$ cat config.mk
export PLATFORM = sky130hd
export DESIGN_NAME = weight_fetch_sequencer
export DESIGN_NICKNAME = d
export VERILOG_FILES = /design/src/rtl/fnn_pkg.sv /design/src/rtl/weight_fetch_sequencer.sv
export SDC_FILE = /design/constraint.sdc
export NUM_CORES = 1
export LEC_CHECK = 0
export ABC_CLOCK_PERIOD_IN_PS = 1700
export BUFFER_PORTS_ARGS = -buffer_cell sky130_fd_sc_hd__buf_2
export CAP_MARGIN = 20
export CORE_MARGIN = 8
export CORE_UTILIZATION = 39
export DETAILED_ROUTE_END_ITERATION = 8
export GPL_TIMING_DRIVEN = 0
export PLACE_DENSITY = 0.79
export SKIP_CTS_REPAIR_TIMING = 1
export SYNTH_ARGS = -nofsm -noshare
export SYNTH_HDL_FRONTEND = slang
export SYNTH_SLANG_ARGS = --single-unit
$ cat constraint.sdc
create_clock -name clk -period 1.7 [get_ports clk]
set_input_delay 0.255 -clock clk [delete_from_list [all_inputs] [get_ports clk]]
set_output_delay 0.255 -clock clk [all_outputs]
set_load 0.02 [all_outputs]
$ cat src/rtl/fnn_pkg.sv
// Shared definitions for the neuron datapath: sequencer state encoding and pair-bus helpers.
// No logic; compile before any module that imports it.
// Widths are derived from the per-instance data_width parameter.
package fnn_pkg;

   // Sequencer states: IDLE waits for start, RUN accepts activations and issues reads,
   // DRAIN waits for the last pair to leave, DONE pulses done for one cycle.
   localparam logic [1:0] ST_IDLE  = 2'd0;
   localparam logic [1:0] ST_RUN   = 2'd1;
   localparam logic [1:0] ST_DRAIN = 2'd2;
   localparam logic [1:0] ST_DONE  = 2'd3;

   typedef logic [1:0] seq_state_t;

   // Width of a {weight, activation} pair travelling to the MAC.
   function automatic int pair_bus_width(input int data_width);
      return 2 * data_width;
   endfunction

   // Width of the weight half of a pair bus.
   function automatic int pair_weight_width(input int data_width);
      return data_width;
   endfunction

endpackage

$ cat src/rtl/weight_fetch_sequencer.sv
// Sequences one pass over weight_mem, pairing each accepted activation with its weight.
// Latency: activation accepted at cycle N -> pair valid at N+1; one pair per cycle sustained.
// Backpressure: pair_ready=0 holds the pair and drops x_ready/r_en so weight_mem holds w_out.
module weight_fetch_sequencer
   import fnn_pkg::*;
#(
   parameter int num_weight    = 3,
   parameter int address_width = 2,
   parameter int data_width    = 16
) (
   input  logic                     clk,
   input  logic                     rst,
   input  logic                     start,
   output logic                     busy,
   output logic                     done,
   input  logic [data_width-1:0]    x_in,
   input  logic                     x_valid,
   output logic                     x_ready,
   output logic                     r_en,
   output logic [address_width-1:0] r_add,
   input  logic [data_width-1:0]    w_out,
   output logic [data_width-1:0]    pair_w,
   output logic [data_width-1:0]    pair_x,
   output logic                     pair_valid,
   output logic                     pair_last,
   input  logic                     pair_ready
);

   // Address of the final weight in a pass.
   localparam logic [address_width-1:0] LAST_IDX = address_width'(num_weight - 1);

   seq_state_t                 state_q, state_d;
   logic [address_width-1:0]   cnt_q, cnt_d;
   logic [data_width-1:0]      pair_x_q, pair_x_d;
   logic                       pair_valid_q, pair_valid_d;
   logic                       pair_last_q, pair_last_d;

   logic                       accept;
   logic                       pair_hs;
   logic                       cnt_is_last;

   assign pair_hs     = pair_valid_q & pair_ready;
   assign cnt_is_last = (cnt_q == LAST_IDX);
   assign accept      = x_valid & x_ready;

   // State register.
   always_ff @(posedge clk) begin
      if (rst) begin
         state_q <= ST_IDLE;
      end else begin
         state_q <= state_d;
      end
   end

   // Next-state logic: the last read moves RUN to DRAIN, the last pair handshake moves DRAIN to DONE.
   always_comb begin
      state_d = state_q;
      case (state_q)
         ST_IDLE:  if (start)                         state_d = ST_RUN;
         ST_RUN:   if (accept && cnt_is_last)         state_d = ST_DRAIN;
         ST_DRAIN: if (pair_hs && pair_last_q)        state_d = ST_DONE;
         ST_DONE:                                     state_d = ST_IDLE;
         default:                                     state_d = ST_IDLE;
      endcase
   end

   // FSM outputs: activations are only taken in RUN when the pair slot is free or draining.
   always_comb begin
      busy    = (state_q != ST_IDLE);
      done    = (state_q == ST_DONE);
      x_ready = (state_q == ST_RUN) && (!pair_valid_q || pair_ready);
      r_en    = 1'b0;
      r_en    = x_valid && x_ready;
   end

   // Datapath registers: counter and the pair register.
   always_ff @(posedge clk) begin
      if (rst) begin
         cnt_q        <= '0;
         pair_x_q     <= '0;
         pair_valid_q <= 1'b0;
         pair_last_q  <= 1'b0;
      end else begin
         cnt_q        <= cnt_d;
         pair_x_q     <= pair_x_d;
         pair_valid_q <= pair_valid_d;
         pair_last_q  <= pair_last_d;
      end
   end

   // Datapath next values: load on accept, retire on a handshake with nothing new behind it.
   always_comb begin
      cnt_d        = cnt_q;
      pair_x_d     = pair_x_q;
      pair_valid_d = pair_valid_q;
      pair_last_d  = pair_last_q;
      if (accept) begin
         pair_x_d     = x_in;
         pair_valid_d = 1'b1;
         pair_last_d  = cnt_is_last;
         cnt_d        = cnt_is_last ? '0 : cnt_q + 1'b1;
      end else if (pair_hs) begin
         pair_valid_d = 1'b0;
         pair_last_d  = 1'b0;
      end
   end

   // weight_mem returns data one cycle after r_en and holds it otherwise, so it lines up with pair_x.
   assign r_add      = cnt_q;
   assign pair_w     = w_out;
   assign pair_x     = pair_x_q;
   assign pair_valid = pair_valid_q;
   assign pair_last  = pair_last_q;

endmodule
==> results.py <==
metrics = {
    "run_status": {
        "outcome": "complete, no violations",
    },
    "cells_and_area": {
        "diodes": 0,
        "drive_gt1_share_pct": 48.9,
        "nets": 234,
        "syn_to_final_growth_pct": 38.9,
    },
    "logic_synthesis": {
        "syn_inst": 125,
        "ys_seq_elements": 22,
        "ys_warn_count": 0,
        "yosys.area.top_type": "dfxtp_1",
        "async_flop_share_pct": 0,
        "ys_top_cells_by_area": "dfxtp_1 43%, nand2_1 13%, buf_4 12%",
        "synth_area_per_cell_um2": 8.27,
        "yosys.cell_count.top_type": "nand2_1",
        "ys.flop_type": "dfxtp_1",
        "netlist_area_mm2": 0.00103,
        "synth_edf_count": 0,
        "synth_cell_types": 22,
        "synthTopCellsByCount": "35 x nand2_1, 22 x dfxtp_1, 21 x a21oi_1",
        "yosysSeqAreaShare_pct": 42.6,
        "syn_nets": 167,
        "synth_top_cell_area_share_pct": 42.6,
    },
    "setup_path": {
        "timing.rr.start": "state_q[1]",
        "crit_arrival_ns": 1.36,
        "end_kind": "primary output",
        "reg2reg_slack_ns": 0.22,
        "cp.required_ns": 1.44,
        "path_max_fanout": 10,
        "start_kind": "register",
        "startpoint": "state_q[1]",
        "path_class": "register to primary output",
    },
    "grt": {
        "grt_max_degree": 12,
        "track_usage_pct": 11.5,
        "grt_overflow": 0,
        "antenna_found_initial": 0,
        "grt_pass1_vias": 970,
        "grt_pass1_wl_mm": 4.08,
    },
    "detailed_routing": {
        "drtIter0Drc": 15,
        "drc": 0,
        "detail-route-antenna-nets": 0,
        "routedWlPerCell_um": 12.3,
        "vias": 1013,
        "firstDrtPassIters": 4,
        "viasPerCell": 4.60,
        "wirelength_mm": 2.71,
    },
    "sta": {
        "rsz0062_at_grt": "no",
        "hold_slack_ns": 0.158,
        "max_slew_margin_pct": 71.4,
        "fmax_mhz": 620,
        "finalSetupViolCount": 0,
        "worst_slew_pin_slew_ns": 0.429,
        "fin_setup_tns_ns": 0,
        "finClkSkew_ns": 0.00489,
        "timing.final.crit_share_pct": 94.8,
        "min_period_ns": 1.61,
        "report.final.slew_viol_count": 0,
        "hold_viol_final": 0,
    },
    "clocking": {
        "worstSkewPairLatency_ns": 0.30,
        "clockRootBuffer": "clkbuf_4",
        "path_clk_slew_ns": 0.11,
        "cts.sinks": 22,
        "cts_buffers": 3,
        "clockBufferDepth": 2,
        "cts.htree.levels": 1,
        "cts_tree": "built",
    },
    "power": {
        "ir_drop_mv": 0.757,
        "p_total_mw": 1.70,
        "p_per_area_mw_per_mm2": 1190,
        "p_leak_nw": 0.713,
    },
    "floorplanning": {
        "core.rowCount": 18,
        "chipWidth_um": 67.5,
        "core_area_mm2": 0.00250,
        "start_util_pct": 41.3,
        "design.portCount": 77,
        "die_y_um": 67.5,
        "fp.dieArea_mm2": 0.00455,
    },
    "run": {
        "drv_cap": 0,
    },
    "placed_design": {
        "hpwlAfterDp_mm": 2.23,
        "gp_congestion": 0.763,
        "numPortBuffers": 60,
    },
    "hold_path": {
        "worstHoldStart": "rst",
        "hp-class": "input pin to register",
    },
}
cell families after synthesis:
family | synth area share [%]
and+or+nand+nor | 20.3
buffers and inverters | 16.6
AOI/OAI and AO/OA | 14.4
DFF | 42.6
adders and majority gates | 6.05
path summary, 6_finish.rpt:
path / to / depth (start not counted)
worst max-delay path: r_en / 6
worst min-delay path: state_q[0] / 2
worst max register to register: state_q[0] / 7
worst min register to register: pair_x[11] / 2
per-stage QoR:
stage          instance area [µm²]  cells  setup slack [ns]  util, %
2_1_floorplan                 1030    125             0.323        -
3_3_place_gp                  1370    215             0.164     54.9
3_5_place_dp                  1370    215             0.126     54.9
4_1_cts                       1390    218            -0.235     55.8
5_1_grt                       1440    220            0.0197     57.4
6_report                      1440    220            0.0884     57.4
flip-flops by register name (all words and copies together), names as in the netlist:
name / cells
pair_x: 16
r_add: 2
state_q: 2
pair_last: 1
pair_valid: 1
layer usage:
metal	routed length (µm)	track usage [%]	part of all wire, %
met3	395	7.28	15
met5	0	0	0
met4	15	3.13	0.55
met1	1030	11.7	38
met2	1270	19.3	47
cell type report:
cell class                 count  area [µm²]
inverter                       6        25.0
timing repair buffer          62         318
multi-input combinational     76         442
buffer                        21         149
tap                           30        37.5
clock buffer                   3        22.5
fill                         248        1060
sequential                    22         442
placed cells by master, fill, tap and decap left out, types with 2 or more instances in the layout:
master / instances
a21oi_1: 21
inv_1: 4
nand3_1: 3
nand2_1: 35
ha_1: 4
dfxtp_1: 21
or3_1: 2
clkbuf_1: 2
clkbuf_4: 3
buf_4: 19
buf_2: 61
power by group:
part | switching, mW | internal [mW] | leakage, nW
combinational | 0.469 | 0.342 | 0.520
sequential | 0.0623 | 0.600 | 0.179
clock | 0.149 | 0.0827 | 0.0138
total | 0.680 | 1.02 | 0.713
critical path, stage by stage, from the launching register on:
cell	delay [ns]
dfxtp_1	0.39
inv_2	0.07
ha_4	0.17
nand3_4	0.10
inv_4	0.04
buf_6	0.13
buf_4	0.15
No activity file was read; power rests on OpenSTA's default activity.
